--- config.mk ---
export PLATFORM = sky130hd
export DESIGN_NAME = coin_start_sequencer
export DESIGN_NICKNAME = d
export VERILOG_FILES = /design/src/rtl/coin_seq_pkg.sv /design/src/rtl/ms_timer.sv /design/src/rtl/coin_start_sequencer.sv
export SDC_FILE = /design/constraint.sdc
export NUM_CORES = 1
export LEC_CHECK = 0
export ABC_CLOCK_PERIOD_IN_PS = 2510
export CORE_MARGIN = 2
export CORE_UTILIZATION = 52
export DETAILED_ROUTE_END_ITERATION = 12
export GPL_ROUTABILITY_DRIVEN = 0
export PLACE_DENSITY_LB_ADDON = 0.15
export REMOVE_ABC_BUFFERS = 1
export SLEW_MARGIN = 20
export SYNTH_ARGS = -nofsm -noshare
export SYNTH_HDL_FRONTEND = slang
export SYNTH_SLANG_ARGS = --single-unit
--- constraint.sdc ---
create_clock -name clk_sys -period 2.51 [get_ports clk_sys]
set_clock_uncertainty 0.05 [all_clocks]
set_input_delay 0.3765 -clock clk_sys [delete_from_list [all_inputs] [get_ports clk_sys]]
set_output_delay 0.3765 -clock clk_sys [all_outputs]
set_load 0.01 [all_outputs]
--- src/rtl/coin_seq_pkg.sv ---
// Shared types and helpers for the coin/start sequencer and its millisecond timer.
package coin_seq_pkg;

   localparam int unsigned MS_W = 10;

   typedef enum logic [2:0] {
      IDLE  = 3'd0,
      COIN  = 3'd1,
      GAP   = 3'd2,
      START = 3'd3,
      HOLD  = 3'd4
   } seq_state_t;

   // Clock cycles per millisecond, never below one so the prescaler stays well formed.
   function automatic int unsigned calc_tick_div(input int unsigned clk_hz);
      int unsigned div;
      div = clk_hz / 1000;
      return (div < 1) ? 1 : div;
   endfunction

endpackage

--- src/rtl/ms_timer.sv ---
// Millisecond timer: prescaler producing a 1 ms tick plus a millisecond counter, both
// cleared synchronously by clr_i.
module ms_timer
   import coin_seq_pkg::*;
#(
   parameter int unsigned TICK_DIV = 40000
) (
   input  logic            clk_i,
   input  logic            rst_ni,
   input  logic            clr_i,
   output logic            tick_o,
   output logic [MS_W-1:0] ms_o
);

   localparam int unsigned PRE_W = (TICK_DIV > 1) ? $clog2(TICK_DIV) : 1;
   localparam logic [PRE_W-1:0] PRE_MAX = PRE_W'(TICK_DIV - 1);

   logic [PRE_W-1:0] pre_q, pre_d;
   logic [MS_W-1:0]  ms_q, ms_d;

   assign tick_o = (pre_q == PRE_MAX);
   assign ms_o   = ms_q;

   always_comb begin
      pre_d = pre_q;
      ms_d  = ms_q;
      if (clr_i) begin
         pre_d = '0;
         ms_d  = '0;
      end else if (tick_o) begin
         pre_d = '0;
         ms_d  = ms_q + 1'b1;
      end else begin
         pre_d = pre_q + 1'b1;
      end
   end

   always_ff @(posedge clk_i or negedge rst_ni) begin
      if (!rst_ni) begin
         pre_q <= '0;
         ms_q  <= '0;
      end else begin
         pre_q <= pre_d;
         ms_q  <= ms_d;
      end
   end

endmodule

--- src/rtl/coin_start_sequencer.sv ---
// One-button start sequencer: turns a start request into coin pulse, gap, start pulse.
// Optional coin credit counter enabled by defining COIN_COUNT_EN.
module coin_start_sequencer
   import coin_seq_pkg::*;
#(
   parameter int unsigned CLK_HZ   = 40000000,
   parameter int unsigned COIN_MS  = 100,
   parameter int unsigned GAP_MS   = 200,
   parameter int unsigned START_MS = 100
) (
   input  logic        clk_sys,
   input  logic        reset_n,
   input  logic        req_start1,
   input  logic        req_start2,
   input  logic        coin_in,
   input  logic        start1_in,
   input  logic        start2_in,
   output logic        coin1,
   output logic        start1,
   output logic        start2,
`ifdef COIN_COUNT_EN
   output logic [15:0] credits_out,
`endif
   output logic        busy
);

   localparam int unsigned TICK_DIV = calc_tick_div(CLK_HZ);
   localparam logic [MS_W-1:0] COIN_LAST  = MS_W'(COIN_MS - 1);
   localparam logic [MS_W-1:0] GAP_LAST   = MS_W'(GAP_MS - 1);
   localparam logic [MS_W-1:0] START_LAST = MS_W'(START_MS - 1);

   seq_state_t      state_q, state_d;
   logic            req1_q, req2_q;
   logic            sel_q, sel_d;
   logic            rise1, rise2;
   logic            tick;
   logic [MS_W-1:0] ms_cnt;
   logic [MS_W-1:0] ms_last;
   logic            phase_done;
   logic            timer_clr;

   assign rise1 = req_start1 & ~req1_q;
   assign rise2 = req_start2 & ~req2_q;

   always_comb begin
      ms_last = COIN_LAST;
      unique case (state_q)
         GAP:     ms_last = GAP_LAST;
         START:   ms_last = START_LAST;
         default: ms_last = COIN_LAST;
      endcase
   end

   assign phase_done = tick & (ms_cnt == ms_last);

   always_comb begin
      state_d = state_q;
      sel_d   = sel_q;
      unique case (state_q)
         IDLE: begin
            if (rise1 | rise2) begin
               state_d = COIN;
               sel_d   = ~rise1;  // player 1 wins a simultaneous rise
            end
         end
         COIN:    if (phase_done) state_d = GAP;
         GAP:     if (phase_done) state_d = START;
         START:   if (phase_done) state_d = HOLD;
         HOLD:    if (!req_start1 && !req_start2) state_d = IDLE;
         default: state_d = IDLE;
      endcase
   end

   // Restart the timer on every state entry so each phase gets an exact cycle count.
   assign timer_clr = (state_d != state_q);

   ms_timer #(
      .TICK_DIV(TICK_DIV)
   ) u_ms_timer (
      .clk_i (clk_sys),
      .rst_ni(reset_n),
      .clr_i (timer_clr),
      .tick_o(tick),
      .ms_o  (ms_cnt)
   );

   always_ff @(posedge clk_sys or negedge reset_n) begin
      if (!reset_n) begin
         state_q <= IDLE;
         sel_q   <= 1'b0;
         req1_q  <= 1'b1;  // a request already held at release must not trigger
         req2_q  <= 1'b1;
      end else begin
         state_q <= state_d;
         sel_q   <= sel_d;
         req1_q  <= req_start1;
         req2_q  <= req_start2;
      end
   end

   assign coin1  = (state_q == COIN) | coin_in;
   assign start1 = ((state_q == START) & ~sel_q) | start1_in;
   assign start2 = ((state_q == START) & sel_q) | start2_in;
   assign busy   = (state_q != IDLE);

`ifdef COIN_COUNT_EN
   logic        coin_in_q;
   logic [15:0] credits_q, credits_d;
   logic        credit_inc;

   assign credit_inc = ((state_q != COIN) & (state_d == COIN)) | (coin_in & ~coin_in_q);

   always_comb begin
      credits_d = credits_q;
      if (credit_inc && (credits_q != 16'hFFFF)) begin
         credits_d = credits_q + 16'd1;
      end
   end

   always_ff @(posedge clk_sys or negedge reset_n) begin
      if (!reset_n) begin
         coin_in_q <= 1'b0;
         credits_q <= '0;
      end else begin
         coin_in_q <= coin_in;
         credits_q <= credits_d;
      end
   end

   assign credits_out = credits_q;
`endif

endmodule
==> load_flow_metrics.sql <==
INSERT INTO impl_metrics (metric_group, metric, value, unit) VALUES
('clock_tree', 'cts.sink_count', '32', ''),
('floorplan', 'die_height', '60.7', 'microns'),
('power', 'cellLeakagePower', '0.000826', 'uW'),
('cells_and_area', 'finish.utilization', '0.620', ''),
('cells_and_area', 'mostFrequentLayoutCell', 'sky130_fd_sc_hd__nor2_1', ''),
('drt', 'final_antenna_net_count', '0', ''),
('clock_tree', 'cts-root-to-sink-buffers', '2', ''),
('critical_path', 'cp-start-kind', 'flop', ''),
('worst_hold_path', 'hold_class', 'input pin to async pin', ''),
('global_route', 'first_global_vias', '1261', ''),
('floorplan', 'start_util', '0.548', ''),
('critical_path', 'worst-path-max-fanout', '8', ''),
('cells_and_area', 'mostFrequentLayoutCells', 'sky130_fd_sc_hd__nor2_1, sky130_fd_sc_hd__dfrtp_1, sky130_fd_sc_hd__nand3_1, sky130_fd_sc_hd__xor2_1, sky130_fd_sc_hd__xnor2_1', ''),
('critical_path', 'rrSetupSlack', '0.39', 'ns'),
('drt', 'number_of_design_rule_violations_left_after_detail_routing', '0', ''),
('critical_path', 'worst_ep_required_time', '2.08', 'ns'),
('sta', 'hold_viol_final', '0', ''),
('clock_tree', 'clock_insertion_delay_worst_skew', '0.33', 'ns'),
('global_route', 'grt_use_total', '0.205', ''),
('clock_tree', 'cts.root.buffer_cell', 'sky130_fd_sc_hd__clkbuf_4', ''),
('sta', 'hold_ws', '0.369', 'ns'),
('drt', 'dr.first_iter.drc_count', '58', ''),
('sta', 'report.final.setup_viol', '0', ''),
('synthesis', 'postSynthRegisterBits', '32', ''),
('critical_path', 'r2r_start', 'u_ms_timer.ms_o[3]$_DFFE_PN0P_', ''),
('synthesis', 'mappedNetlistArea', '1670', 'sq um'),
('synthesis', 'postSynth.topFlopCell', 'sky130_fd_sc_hd__dfrtp_1', ''),
('critical_path', 'critical_path.slowest_cell', 'sky130_fd_sc_hd__clkdlybuf4s50_1', ''),
('synthesis', 'synth-async-reset-ratio', '1.00', ''),
('sta', 'maxClockFrequency', '0.428', 'GHz'),
('critical_path', 'critical_path.endpoint_type', 'primary output', ''),
('clock_tree', 'htree_num_levels', '2', ''),
('drt', 'route.final.wire_length', '3.15', 'mm'),
('global_route', 'antenna_found_initial', '0', ''),
('synthesis', 'synth_edf_count', '0', ''),
('sta', 'finalWorstPathRequiredPeriod', '2.33', 'ns'),
('critical_path', 'ordered_cell_list_for_the_critical_path', 'nor2b_2, nand2_1, o21bai_1, clkdlybuf4s50_1', ''),
('critical_path', 'cp_data_arrival_time', '1.91', 'ns'),
('global_route', 'global_route_wire_length_before_repair', '5.56', 'mm'),
('sta', 'tightest_slew', '0.551', 'ns'),
('cells_and_area', 'finalNetCount', '195', ''),
('sta', 'layout_setup_ws', '0.176', 'ns'),
('critical_path', 'startpoint', 'state_q[0]$_DFF_PN0_', ''),
('drt', 'detail_routed_net_length_per_standard_cell', '13.6', 'microns'),
('sta', 'grt_setup_unrepaired', 'false', ''),
('cells_and_area', 'final_layout_size_suffix_gt1_frac', '0.112', ''),
('global_route', 'grt_max_degree', '33', ''),
('status', 'run_status', 'completed', ''),
('placement', 'io_buffers', '10', ''),
('power', 'ir_drop', '0.000482', 'V'),
('placement', 'dpl.hpwl', '2.25', 'mm'),
('clock_tree', 'cts_made_buffers', '5', ''),
('clock_tree', 'clkTransAtPathRegs', '0.11', 'ns'),
('floorplan', 'core_region_area', '3050', 'sq um'),
('floorplan', 'placementRows', '20', ''),
('power', 'power-per-cell-area', '720', 'nW/um^2'),
('synthesis', 'netlist_instances', '171', ''),
('cells_and_area', 'antenna-diode-count', '0', ''),
('drt', 'post_drt_via_cell_ratio', '5.51', ''),
('clock_tree', 'tritoncts', 'done', ''),
('synthesis', 'synthDistinctLibCells', '44', ''),
('synthesis', 'synth_sequential_area_ratio', '0.480', ''),
('drt', 'firstDrtPassIters', '4', ''),
('critical_path', 'criticalPathCategory', 'flop to primary output', ''),
('synthesis', 'synth_warnings', '0', ''),
('floorplan', 'die_width', '60.7', 'microns'),
('sta', 'final_min_period_over_clock_period', '0.930', ''),
('sta', 'timing.final.max_slew_violations', '0', ''),
('sta', 'max-slew-margin-rel', '0.629', ''),
('floorplan', 'die_area', '3690', 'sq um'),
('clock_tree', 'cts_hold_buf', '0', '');
==> cells in the mapped netlist (2+ instances only) <==
cell type / instances / share of area
sky130_fd_sc_hd__a21oi_1: 2 / 0.0060
sky130_fd_sc_hd__a22o_1: 2 / 0.010
sky130_fd_sc_hd__a31oi_1: 2 / 0.0075
sky130_fd_sc_hd__and3_1: 5 / 0.019
sky130_fd_sc_hd__buf_2: 2 / 0.0060
sky130_fd_sc_hd__dfrtp_1: 30 / 0.45
sky130_fd_sc_hd__dfstp_2: 2 / 0.031
sky130_fd_sc_hd__ha_1: 2 / 0.015
sky130_fd_sc_hd__inv_1: 10 / 0.022
sky130_fd_sc_hd__nand2_1: 8 / 0.018
sky130_fd_sc_hd__nand3_1: 13 / 0.039
sky130_fd_sc_hd__nand4_1: 3 / 0.011
sky130_fd_sc_hd__nor2_1: 32 / 0.072
sky130_fd_sc_hd__nor3_1: 3 / 0.0090
sky130_fd_sc_hd__nor4_1: 5 / 0.019
sky130_fd_sc_hd__or3_1: 2 / 0.0075
sky130_fd_sc_hd__xnor2_1: 11 / 0.058
sky130_fd_sc_hd__xor2_1: 11 / 0.058
==> worst min-delay path by stage <==
stage	startpoint	to	slack, ns	cells after the start
global route	reset_n	sel_q$_DFFE_PN0P_	0.40	2
CTS	reset_n	state_q[0]$_DFF_PN0_	0.37	2
finish	reset_n	state_q[0]$_DFF_PN0_	0.37	2
floorplan	reset_n	sel_q$_DFFE_PN0P_	0.03	0
detailed placement	u_ms_timer.pre_q[0]$_DFF_PN0_	u_ms_timer.pre_q[0]$_DFF_PN0_	0.43	1
global placement	u_ms_timer.pre_q[0]$_DFF_PN0_	u_ms_timer.pre_q[0]$_DFF_PN0_	0.42	1
==> cell type report <==
cell class                      count  area (sq um)
Timing Repair Buffer               13           123
Sequential cell                    32           803
Fill cell                         281          1160
Inverter                           10          37.5
Tap cell                           44          55.1
Clock inverter                      3          42.5
Multi-Input combinational cell    124           796
Clock buffer                        5          37.5
==> worst max-delay path, delay by kind of cell, from the launching register on <==
family | cells | cell delay (ns)
and+or+nand+nor | 2 | 0.39
buffers and inverters | 1 | 0.55
DFF | 1 | 0.49
AOI/OAI and AO/OA | 1 | 0.14
==> layer usage <==
| layer | up-vias | wire length, microns | part of all wire | global-route usage |
|---|---|---|---|---|
| met4 | 0 | 34 | 0.011 | 0.0745 |
| met2 | 13 | 1590 | 0.51 | 0.343 |
| met3 | 5 | 82 | 0.026 | 0.0512 |
| met5 | - | 0 | 0 | 0 |
| li1 | 616 | - | - | - |
| met1 | 639 | 1440 | 0.46 | 0.258 |
==> registers in the layout, summed over array words and instances (netlist names) <==
name,cells
req1_q,1
req2_q,1
sel_q,1
state_q,3
u_ms_timer.ms_o,10
u_ms_timer.pre_q,16
==> kinds of logic after synthesis <==
logic type | share of synthesized area
simple gates | 0.243
compound gates | 0.0949
buf+inv | 0.0463
xor+xnor | 0.115
fa+ha+maj | 0.0149
mux | 0.00598
flops | 0.480
==> metrics by stage <==
step           instances  instance area (sq um)  total power [uW]
3_3_place_gp         223                   1810               957
2_1_floorplan        166                   1630               873
5_1_grt              231                   1890              1450
4_1_cts              231                   1890              1380
3_5_place_dp         223                   1810               976
6_report             231                   1890              1360
==> where the power goes <==
group / total [uW] / switching, uW / internal [uW]
registers: 690 / 93.0 / 597
logic: 281 / 148 / 133
clock network: 393 / 186 / 208
==> what timing repair did <==
action,in CTS,in global routing
resized for setup,0,1
buffers inserted,0,0
setup endpoints to repair,0,1
Power figures use the tool's default switching activity.
